**src/rtl/c_frag_pkg.sv**
```systemverilog
// rtl/c_frag_pkg.sv - shared sizing helpers and latency encodings for the C-fragment pipe
package c_frag_pkg;

    localparam int LAT_COMB = 0;
    localparam int LAT_OUT  = 1;
    localparam int LAT_MID  = 2;

    function automatic int nin(input int nsel);
        return 2 ** nsel;
    endfunction

    function automatic int mask_w(input int nsel);
        return 2 * (2 ** nsel);
    endfunction

endpackage

```
**src/rtl/c_frag_half.sv**
```systemverilog
// rtl/c_frag_half.sv - one C-fragment half: per-input inversion followed by an input mux
// Ports: a   - packed inputs, input i at [i*WIDTH +: WIDTH]
//        sel - input select
//        inv - per-input inversion mask
//        z   - selected (possibly inverted) lane
module c_frag_half
    import c_frag_pkg::*;
#(
    parameter int NSEL  = 2,
    parameter int WIDTH = 1
) (
    input  logic [nin(NSEL)*WIDTH-1:0] a,
    input  logic [NSEL-1:0]            sel,
    input  logic [nin(NSEL)-1:0]       inv,
    output logic [WIDTH-1:0]           z
);

    localparam int NIN = nin(NSEL);

    always_comb begin
        z = '0;
        for (int i = 0; i < NIN; i++) begin
            if (sel == NSEL'(i)) begin
                z = a[i*WIDTH +: WIDTH] ^ {WIDTH{inv[i]}};
            end
        end
    end

endmodule

```
**src/rtl/c_frag_pipe.sv**
```systemverilog
// rtl/c_frag_pipe.sv - pipelined C fragment: two inverting muxes, final select, serial mask chain
// Ports: QCK/QRT_N clock and sync active-low reset; QEN pipeline advance;
//        IN_VALID/TA/BA/TSEL/BSEL/TBS input vector; CFG_EN/CFG_DI/CFG_DO mask shift chain;
//        TZ/CZ/OUT_VALID results.
module c_frag_pipe
    import c_frag_pkg::*;
#(
    parameter int                        NSEL     = 2,
    parameter int                        WIDTH    = 1,
    parameter int                        LAT      = 1,
    parameter logic [mask_w(NSEL)-1:0]   INV_INIT = '0
) (
    input  logic                         QCK,
    input  logic                         QRT_N,
    input  logic                         QEN,
    input  logic                         IN_VALID,
    input  logic [nin(NSEL)*WIDTH-1:0]   TA,
    input  logic [nin(NSEL)*WIDTH-1:0]   BA,
    input  logic [NSEL-1:0]              TSEL,
    input  logic [NSEL-1:0]              BSEL,
    input  logic                         TBS,
    input  logic                         CFG_EN,
    input  logic                         CFG_DI,
    output logic                         CFG_DO,
    output logic [WIDTH-1:0]             TZ,
    output logic [WIDTH-1:0]             CZ,
    output logic                         OUT_VALID
);

    localparam int NIN = nin(NSEL);
    localparam int MW  = mask_w(NSEL);

    if (NSEL < 1 || NSEL > 4) begin : g_bad_nsel
        $error("c_frag_pipe: NSEL must be 1..4");
    end
    if (WIDTH < 1 || WIDTH > 32) begin : g_bad_width
        $error("c_frag_pipe: WIDTH must be 1..32");
    end
    if (LAT < LAT_COMB || LAT > LAT_MID) begin : g_bad_lat
        $error("c_frag_pipe: LAT must be 0..2");
    end

    // Config chain shifts regardless of QEN so the mask can be loaded while the pipe is stalled.
    logic [MW-1:0] mask;

    always_ff @(posedge QCK) begin
        if (!QRT_N) begin
            mask <= INV_INIT;
        end else if (CFG_EN) begin
            mask <= {mask[MW-2:0], CFG_DI};
        end
    end

    assign CFG_DO = mask[MW-1];

    // Inputs presented during a config shift are dropped so no vector sees a half-loaded mask.
    logic             acc;
    logic [WIDTH-1:0] tz_c;
    logic [WIDTH-1:0] bz_c;

    assign acc = IN_VALID & ~CFG_EN;

    c_frag_half #(.NSEL(NSEL), .WIDTH(WIDTH)) u_top (
        .a   (TA),
        .sel (TSEL),
        .inv (mask[NIN-1:0]),
        .z   (tz_c)
    );

    c_frag_half #(.NSEL(NSEL), .WIDTH(WIDTH)) u_bot (
        .a   (BA),
        .sel (BSEL),
        .inv (mask[MW-1:NIN]),
        .z   (bz_c)
    );

    if (LAT == LAT_COMB) begin : g_comb
        assign TZ        = tz_c;
        assign CZ        = TBS ? bz_c : tz_c;
        assign OUT_VALID = acc;
    end else if (LAT == LAT_OUT) begin : g_out
        logic [WIDTH-1:0] tz_q;
        logic [WIDTH-1:0] cz_q;
        logic             v_q;

        always_ff @(posedge QCK) begin
            if (!QRT_N) begin
                tz_q <= '0;
                cz_q <= '0;
                v_q  <= 1'b0;
            end else if (QEN) begin
                tz_q <= tz_c;
                cz_q <= TBS ? bz_c : tz_c;
                v_q  <= acc;
            end
        end

        assign TZ        = tz_q;
        assign CZ        = cz_q;
        assign OUT_VALID = v_q;
    end else begin : g_mid
        // Stage 1 keeps both half results and the final select; the top/bottom mux is stage 2.
        logic [WIDTH-1:0] s1_tz;
        logic [WIDTH-1:0] s1_bz;
        logic             s1_tbs;
        logic             s1_v;
        logic [WIDTH-1:0] s2_tz;
        logic [WIDTH-1:0] s2_cz;
        logic             s2_v;

        always_ff @(posedge QCK) begin
            if (!QRT_N) begin
                s1_tz  <= '0;
                s1_bz  <= '0;
                s1_tbs <= 1'b0;
                s1_v   <= 1'b0;
                s2_tz  <= '0;
                s2_cz  <= '0;
                s2_v   <= 1'b0;
            end else if (QEN) begin
                s1_tz  <= tz_c;
                s1_bz  <= bz_c;
                s1_tbs <= TBS;
                s1_v   <= acc;
                s2_tz  <= s1_tz;
                s2_cz  <= s1_tbs ? s1_bz : s1_tz;
                s2_v   <= s1_v;
            end
        end

        assign TZ        = s2_tz;
        assign CZ        = s2_cz;
        assign OUT_VALID = s2_v;
    end

endmodule
```
**config.mk**
```make
export PLATFORM = sky130hd
export DESIGN_NAME = c_frag_pipe
export DESIGN_NICKNAME = d
export VERILOG_FILES = /design/src/rtl/c_frag_pkg.sv /design/src/rtl/c_frag_half.sv /design/src/rtl/c_frag_pipe.sv
export SDC_FILE = /design/constraint.sdc
export NUM_CORES = 1
export LEC_CHECK = 0
export CAP_MARGIN = 20
export CORE_UTILIZATION = 40
export CTS_CLUSTER_DIAMETER = 80
export DETAILED_ROUTE_END_ITERATION = 12
export PLACE_DENSITY_LB_ADDON = 0.3
export SLEW_MARGIN = 25
export SYNTH_ARGS = -nofsm -noshare
export SYNTH_HDL_FRONTEND = slang
export SYNTH_SLANG_ARGS = --single-unit
export TNS_END_PERCENT = 10
```
**constraint.sdc**
```tcl
create_clock -name QCK -period 1.4 [get_ports QCK]
set_input_delay 0.28 -clock QCK [delete_from_list [all_inputs] [get_ports QCK]]
set_output_delay 0.28 -clock QCK [all_outputs]
set_load 0.03 [all_outputs]
```
======== Word-level counts from Yosys, hierarchy flattened ========
Cells that the tools add are included.
word-level totals
  register bits after elaboration ......... 11
  bits in latches ......................... 0
  memory bits (writable) .................. 0
  bits in read-only memories .............. 0
  input port bits ......................... 19
  output and inout bits ................... 4
  word-level logic and storage cells ...... 31
  memories ................................ 0
operators by class
  add/subtract/negate cells ............... 0
  $mul .................................... 0
  divide/modulo/power cells ............... 0
  magnitude comparators ................... 0
  equality and inequality tests ........... 6
  shift operators ......................... 0
  muxes and demuxes ....................... 9
  bitwise gates (word level) .............. 10
  reductions and logical operators ........ 2
operators with widths
  operator                                                          number
  1-bit two-way mux                                                 9
  2-bit == test (second input constant)                             4
  1-bit bitwise XOR                                                 8
  2-bit by 1-bit == test with 1-bit output (second input constant)  2
  2-bit zero test                                                   2
  1-bit AND                                                         1
  1-bit inverter                                                    1

======== Logic depth before layout (Yosys ltp) ========
Gate-level depths: netlist of run 1.
  depth in word-level cells ............... 6
  mapped depth ............................ 4
  depth with buffers taken out ............ 4

======== By module ========
From an unflattened synthesis of run 1, not the netlist that was laid out.
unflattened totals
  cells, all modules ...................... 47
  area, all modules ....................... 543.0 sq um
by module, submodules not included
  module       times used  cells each  area each (sq um)  seq. area each (sq um)
  c_frag_pipe  1           37          427.9              220.2
  c_frag_half  2           5           57.6               0.0

======== Worst setup path after synthesis of run 1 ========
Ideal clock, no wire load.
  path type ............................... register -> register
  start ................................... register mask[7]
  end ..................................... register g_out.cz_q (netlist: CZ)
  library setup time ...................... 0.058 ns
  arrival time ............................ 1.267 ns
  required time ........................... 1.342 ns
  setup slack ............................. 0.075 ns
  cell stages (with the launch flop) ...... 5
  buffers on the path ..................... 0
  clock period less this slack ............ 1.325 ns
  path through ............................ dfxtp_1 > xor2_1 > mux2i_1 > a2111oi_0 > o21a_1
on the way
  longest elaborated chain between the ends .. 3
ends and longest elaborated chain
  element                 line               text
  start, declared         c_frag_pipe.sv:44  logic [MW-1:0] mask;
  start signal, assigned  c_frag_pipe.sv:50  mask <= {mask[MW-2:0], CFG_DI};
  1-bit bitwise XOR       c_frag_half.sv:24  z = a[i*WIDTH +: WIDTH] ^ {WIDTH{inv[i]}};
  1-bit two-way mux       c_frag_half.sv:23  if (sel == NSEL'(i)) begin
  1-bit two-way mux       c_frag_pipe.sv:93  cz_q <= TBS ? bz_c : tz_c;
  end signal, assigned    c_frag_pipe.sv:93
  end, declared           c_frag_pipe.sv:83  logic [WIDTH-1:0] cz_q;
No other way between the ends.
A chain may end at the register's enable or synchronous reset.

======== Final worst setup path of run 1 ========
  start ................................... input TA[3]
  end ..................................... register g_out.cz_q (netlist: CZ)
on the way
  longest elaborated chain between the ends .. 3
ends and longest elaborated chain
  element            line               text
  start, declared    c_frag_pipe.sv:17  input logic [nin(NSEL)*WIDTH-1:0] TA,
  1-bit bitwise XOR  c_frag_half.sv:24
  1-bit two-way mux  c_frag_half.sv:23
  1-bit two-way mux  c_frag_pipe.sv:93
No other way between the ends.

==> impl_metrics.ini, run 1 <==
[status]
status = finished clean

[power]
pwr-share-seq = 0.482
power_switching_mw = 0.156
vdd_ir_drop_max_mv = 0.731
power_density_nw_per_um2 = 819
swShare = 0.230
combPwrFrac = 0.214
clkPwrFrac = 0.304
power.internal_mw = 0.524
p_leak_nw = 0.352

[routing]
avgRoutedWirePerCell_um = 11.6
post_drt_via_cell_ratio = 4.89
first_pass_iters = 4
final_antenna_net_count = 0
drtIter0Drc = 5
via_count = 460
wl_mm = 1.10
drc_errors = 0

[global_route]
grt_max_degree = 12
gr-total-overflow = 0
antenna_found_initial = 0
grt_pass1_wl_mm = 1.68
track_usage = 0.171
grt_pass1_vias = 435

[place]
placed_cell_area_um2 = 807
port-buffer-count = 22
gp_congestion = 0.630
dp_hpwl_um = 902

[setup_path]
crit_start = TA[3]
cp.required_ns = 1.62
cp_max_fo = 2
r2r_end = CZ$_SDFFE_PN0P_
arrival_ns = 1.58
crit_path_start_kind = input pin
r2r_slack_ns = 0.15
rr_startpoint = mask[3]$_SDFFE_PN0P_
crit_type = in -> reg
reg2regPathDepth = 4
endpoint_kind = register

[floorplanning]
row_count = 13
die_area_um2 = 1540
floorplan.initialDensity = 0.427
die_w_um = 39.3
ios = 23
core_um2 = 1300
fp.dieH_um = 39.3

[timing]
worst_pin_slew_ns = 0.346
rsz0062_at_grt = no
maxSlewViolCount = 0
finClkSkew_ns = 0.00608
max_freq_mhz = 731
slew_headroom = 0.769
tns_ns = 0
period_share = 0.977
finalSetupViolCount = 0
fin_crit_ns = 1.37
hold_violations = 0

[finish]
multi_input_area_um2 = 323
fill_cells = 125
drive_above_1_share = 0.114
design_area_um2 = 830
regArea_um2 = 220
diodes = 0
syn2layout_area_growth_pct = 49.3
final_nets = 99

[yosys]
synth.distinct_cells = 19
syn-cell-area_um2 = 556
synth-edff-count = 0
synth_ff_type = dfxtp_1
yosys.area.top_type = dfxtp_1
synthCells = 52
syn_nets = 71
yosysWarnings = 0
synth_common_cells = 11 x dfxtp_1, 9 x mux2i_1, 8 x nor2b_1, 4 x xnor2_1, 4 x xor2_1
synth.most_common_cell = dfxtp_1
async_flop_share = 0
yosysSeqAreaShare = 0.396
syn_area_per_cell_um2 = 10.7
ys_ff_latch = 11
synth_area_leaders = dfxtp_1 40%, mux2i_1 16%, nor2b_1 9.0%
synth_top_cell_area_share = 0.396

[clocking]
clockBufferDepth = 2
h-tree-depth = 1
root_buffer = clkbuf_4
insertion_delay_ns = 0.27
tritoncts = built
postCtsSetupRepairBufs = 0
clock_sinks = 11
numCtsBuffers = 3
clk_pin_slew_ns = 0.07

[worst_hold_path]
min_from = OUT_VALID$_SDFFE_PN0P_
hold_depth = 2
hold_path_class = reg -> reg
holdPathEnd = OUT_VALID$_SDFFE_PN0P_

[flow_run]
cap_violations = 0
[cell usage in the layout, fill, tap and decap left out, drive strengths merged]
| master | Yosys | layout |
|---|---|---|
| nor3b | 1 | 1 |
| xor2 | 4 | 4 |
| clkdlybuf4s50 | 0 | 18 |
| nand3b | 1 | 1 |
| o22ai | 1 | 1 |
| o21a | 1 | 1 |
| a2111oi | 1 | 1 |
| xnor2 | 4 | 4 |
| or2b | 1 | 1 |
| nor2b | 8 | 8 |
| nor3 | 1 | 1 |
| nand2b | 1 | 1 |
| buf | 2 | 3 |
| mux2i | 9 | 9 |
| dfxtp | 11 | 11 |
| o211a | 1 | 1 |
| dlygate4sd2 | 0 | 4 |
| inv | 1 | 1 |
| mux4 | 1 | 1 |
| nand2 | 2 | 2 |
| clkbuf | 0 | 4 |
| a21boi | 1 | 1 |
[critical path: stages]
cell and delay (ns):
clkdlybuf4s50_1 0.42, xnor2_1 0.13, mux4_2 0.50, o22ai_2 0.13, o21a_1 0.12
[how the worst max path moves through the flow]
| stage | end | slack, ns | cells past startpoint |
|---|---|---|---|
| detailed placement | CZ$_SDFFE_PN0P_ | -0.31 | 5 |
| CTS | CZ$_SDFFE_PN0P_ | 0.01 | 5 |
| global route | CZ$_SDFFE_PN0P_ | 0.003 | 5 |
| global placement | CZ$_SDFFE_PN0P_ | -0.23 | 5 |
| floorplan | CZ$_SDFFE_PN0P_ | 0.08 | 4 |
| finish | CZ$_SDFFE_PN0P_ | 0.03 | 5 |
[cell type report]
class                   instances  share of cell area
clock buffers                   4              0.0317
flip-flops and latches         11               0.265
multi-input cells              38               0.389
inverters                       1             0.00452
repair buffers                 25               0.287
well taps                      15              0.0226
[sequential cells by signal, indices dropped and copies added, names as in the netlist]
register and cells:
TZ 1, OUT_VALID 1, mask 8, CZ 1
[through the flow]
stage                     setup slack (ns)  std cells  total power [mW]  utilization  hold slack (ns)
after global routing               0.00280         94             0.720        0.638            0.492
after CTS                          0.00971         94             0.690        0.637            0.471
final                               0.0324         94             0.680        0.638            0.470
after global placement              -0.231         90             0.481        0.620            0.456
after detailed placement            -0.308         90             0.486        0.620            0.461
after floorplan                     0.0750         52             0.403            -            0.433
[per-layer routing]
metal / vias up / share of wire / GRT usage
met3: 2 / 0.075 / 0.0852
met1: 212 / 0.39 / 0.171
met4: 0 / 0.0055 / 0.0517
met5: - / 0 / 0
met2: 13 / 0.53 / 0.304
li1: 233 / - / -
[what timing repair did]
item	4_1_cts	5_1_grt
setup endpoints to repair	5	1
hold buffers	0	0
hold endpoints to repair	0	0
resized for setup	4	1
pin swaps	2	0
[cell families (layout without fill, tap and decap cells)]
logic type             after synthesis  in the layout  synth area share
buffers and inverters                3             30            0.0248
AO/OA/AOI/OAI                        5              5            0.0833
multiplexers                        10             10             0.203
XOR/XNOR                             8              8             0.126
flip-flops                          11             11             0.396
AND/OR/NAND/NOR                     15             15             0.167
[power groups by stage]
stage	registers, mW	clock network, mW	logic, mW
2_1_floorplan	0.346	0	0.0563
3_3_place_gp	0.335	0	0.146
3_5_place_dp	0.335	0	0.151
4_1_cts	0.328	0.215	0.147
5_1_grt	0.329	0.233	0.158
6_report	0.328	0.207	0.145
Note: power is estimated with default switching activity, not from simulation.
==> inputs of run 2 (changes only) <==
==> constraint.sdc (replaced) <==
create_clock -name QCK -period 1.4 [get_ports QCK]
set_input_delay 0.21 -clock QCK [delete_from_list [all_inputs] [get_ports QCK]]
set_output_delay 0.21 -clock QCK [all_outputs]
set_load 0.03 [all_outputs]
==> impl_metrics.ini, run 2 (synthesis gave the netlist of run 1 again) <==
[status]
status = finished clean

[timing]
max_freq_mhz = 751
finalSetupViolCount = 0
finClkSkew_ns = 0.00611
hold_violations = 0
period_share = 0.951
slew_headroom = 0.727
fin_hold_ws_ns = 0.470
maxSlewViolCount = 0
worst_pin_slew_ns = 0.400
fin_ws_ns = 0.0691
rsz0062_at_grt = no
fin_crit_ns = 1.33
tns_ns = 0

[place]
dp_slack_ns = -0.238
port-buffer-count = 22
dp_hpwl_um = 902
gp_congestion = 0.630

[routing]
drtIter0Drc = 5
drc_errors = 0
final_antenna_net_count = 0
first_pass_iters = 4
via_count = 461
avgRoutedWirePerCell_um = 11.6
wl_mm = 1.09
post_drt_via_cell_ratio = 4.90

[power]
power_density_nw_per_um2 = 820
vdd_ir_drop_max_mv = 0.731
p_leak_nw = 0.352
total_power_mw = 0.679

[clocking]
insertion_delay_ns = 0.27
numCtsBuffers = 3
clockBufferDepth = 2
h-tree-depth = 1
cts_resized = 4
clk_pin_slew_ns = 0.07
postCtsSetupRepairBufs = 0
clock_sinks = 11
tritoncts = built
cts_hold_buf = 0
root_buffer = clkbuf_4

[global_route]
grt_max_degree = 12
gr-total-overflow = 0
track_usage = 0.171
grt_pass1_vias = 435
antenna_found_initial = 0
grt_pass1_wl_mm = 1.68

[floorplanning]
core_um2 = 1300
die_area_um2 = 1540
die_w_um = 39.3
row_count = 13
fp.dieH_um = 39.3
floorplan.initialDensity = 0.427
ios = 23

[finish]
largest_reg_flops = 8
multi_input_area_um2 = 322
largest_register = mask
regArea_um2 = 220
finish.utilization = 0.637
final_nets = 99
drive_above_1_share = 0.114
layout_commonest_cell = clkdlybuf4s50_1
diodes = 0
syn2layout_area_growth_pct = 49.1
final_cell_mix = 18 x clkdlybuf4s50_1, 11 x dfxtp_1, 9 x mux2i_1
fill_cells = 126

[setup_path]
cp_max_fo = 2
cp.required_ns = 1.62
arrival_ns = 1.55
crit_path_start_kind = input pin
endpoint_kind = register
crit_type = in -> reg

[worst_hold_path]
hold_path_class = reg -> reg

[flow_run]
cap_violations = 0
## run 2: final cells by class
class                           instances  share of cell area
Clock buffer                            4              0.0317
Timing Repair Buffer                   25               0.287
Sequential cell                        11               0.266
Tap cell                               15              0.0227
Multi-Input combinational cell         38               0.388
Inverter                                1             0.00453
## run 2: power breakdown
group	total, mW	internal (mW)	switching (mW)
combinational	0.144	0.0909	0.0535
sequential	0.328	0.322	0.00551
clock	0.207	0.110	0.0966
total	0.679	0.523	0.156
## run 2: metrics by stage
step                      area (µm²)  cells
final                            828     94
after global routing             828     94
after CTS                        828     94
after detailed placement         807     90
after global placement           807     90
after floorplan                  556     52
## run 2: worst max-delay path: stages
cell,delay (ns)
clkdlybuf4s50_1,0.42
xnor2_1,0.13
mux4_2,0.50
o22ai_2,0.14
o21a_1,0.13
## run 2: final timing paths
kind	cells past startpoint	startpoint	slack (ns)	endpoint
setup / recovery	5	TA[3]	0.07	CZ$_SDFFE_PN0P_
hold / removal	2	OUT_VALID$_SDFFE_PN0P_	0.47	OUT_VALID$_SDFFE_PN0P_
setup reg to reg	4	mask[3]$_SDFFE_PN0P_	0.12	CZ$_SDFFE_PN0P_
hold reg to reg	2	OUT_VALID$_SDFFE_PN0P_	0.47	OUT_VALID$_SDFFE_PN0P_
## run 2: metal layers
metal	global-route usage	part of all wire
met1	0.171	0.39
met2	0.304	0.53
met3	0.0852	0.075
met4	0.0517	0.0055
met5	0	0
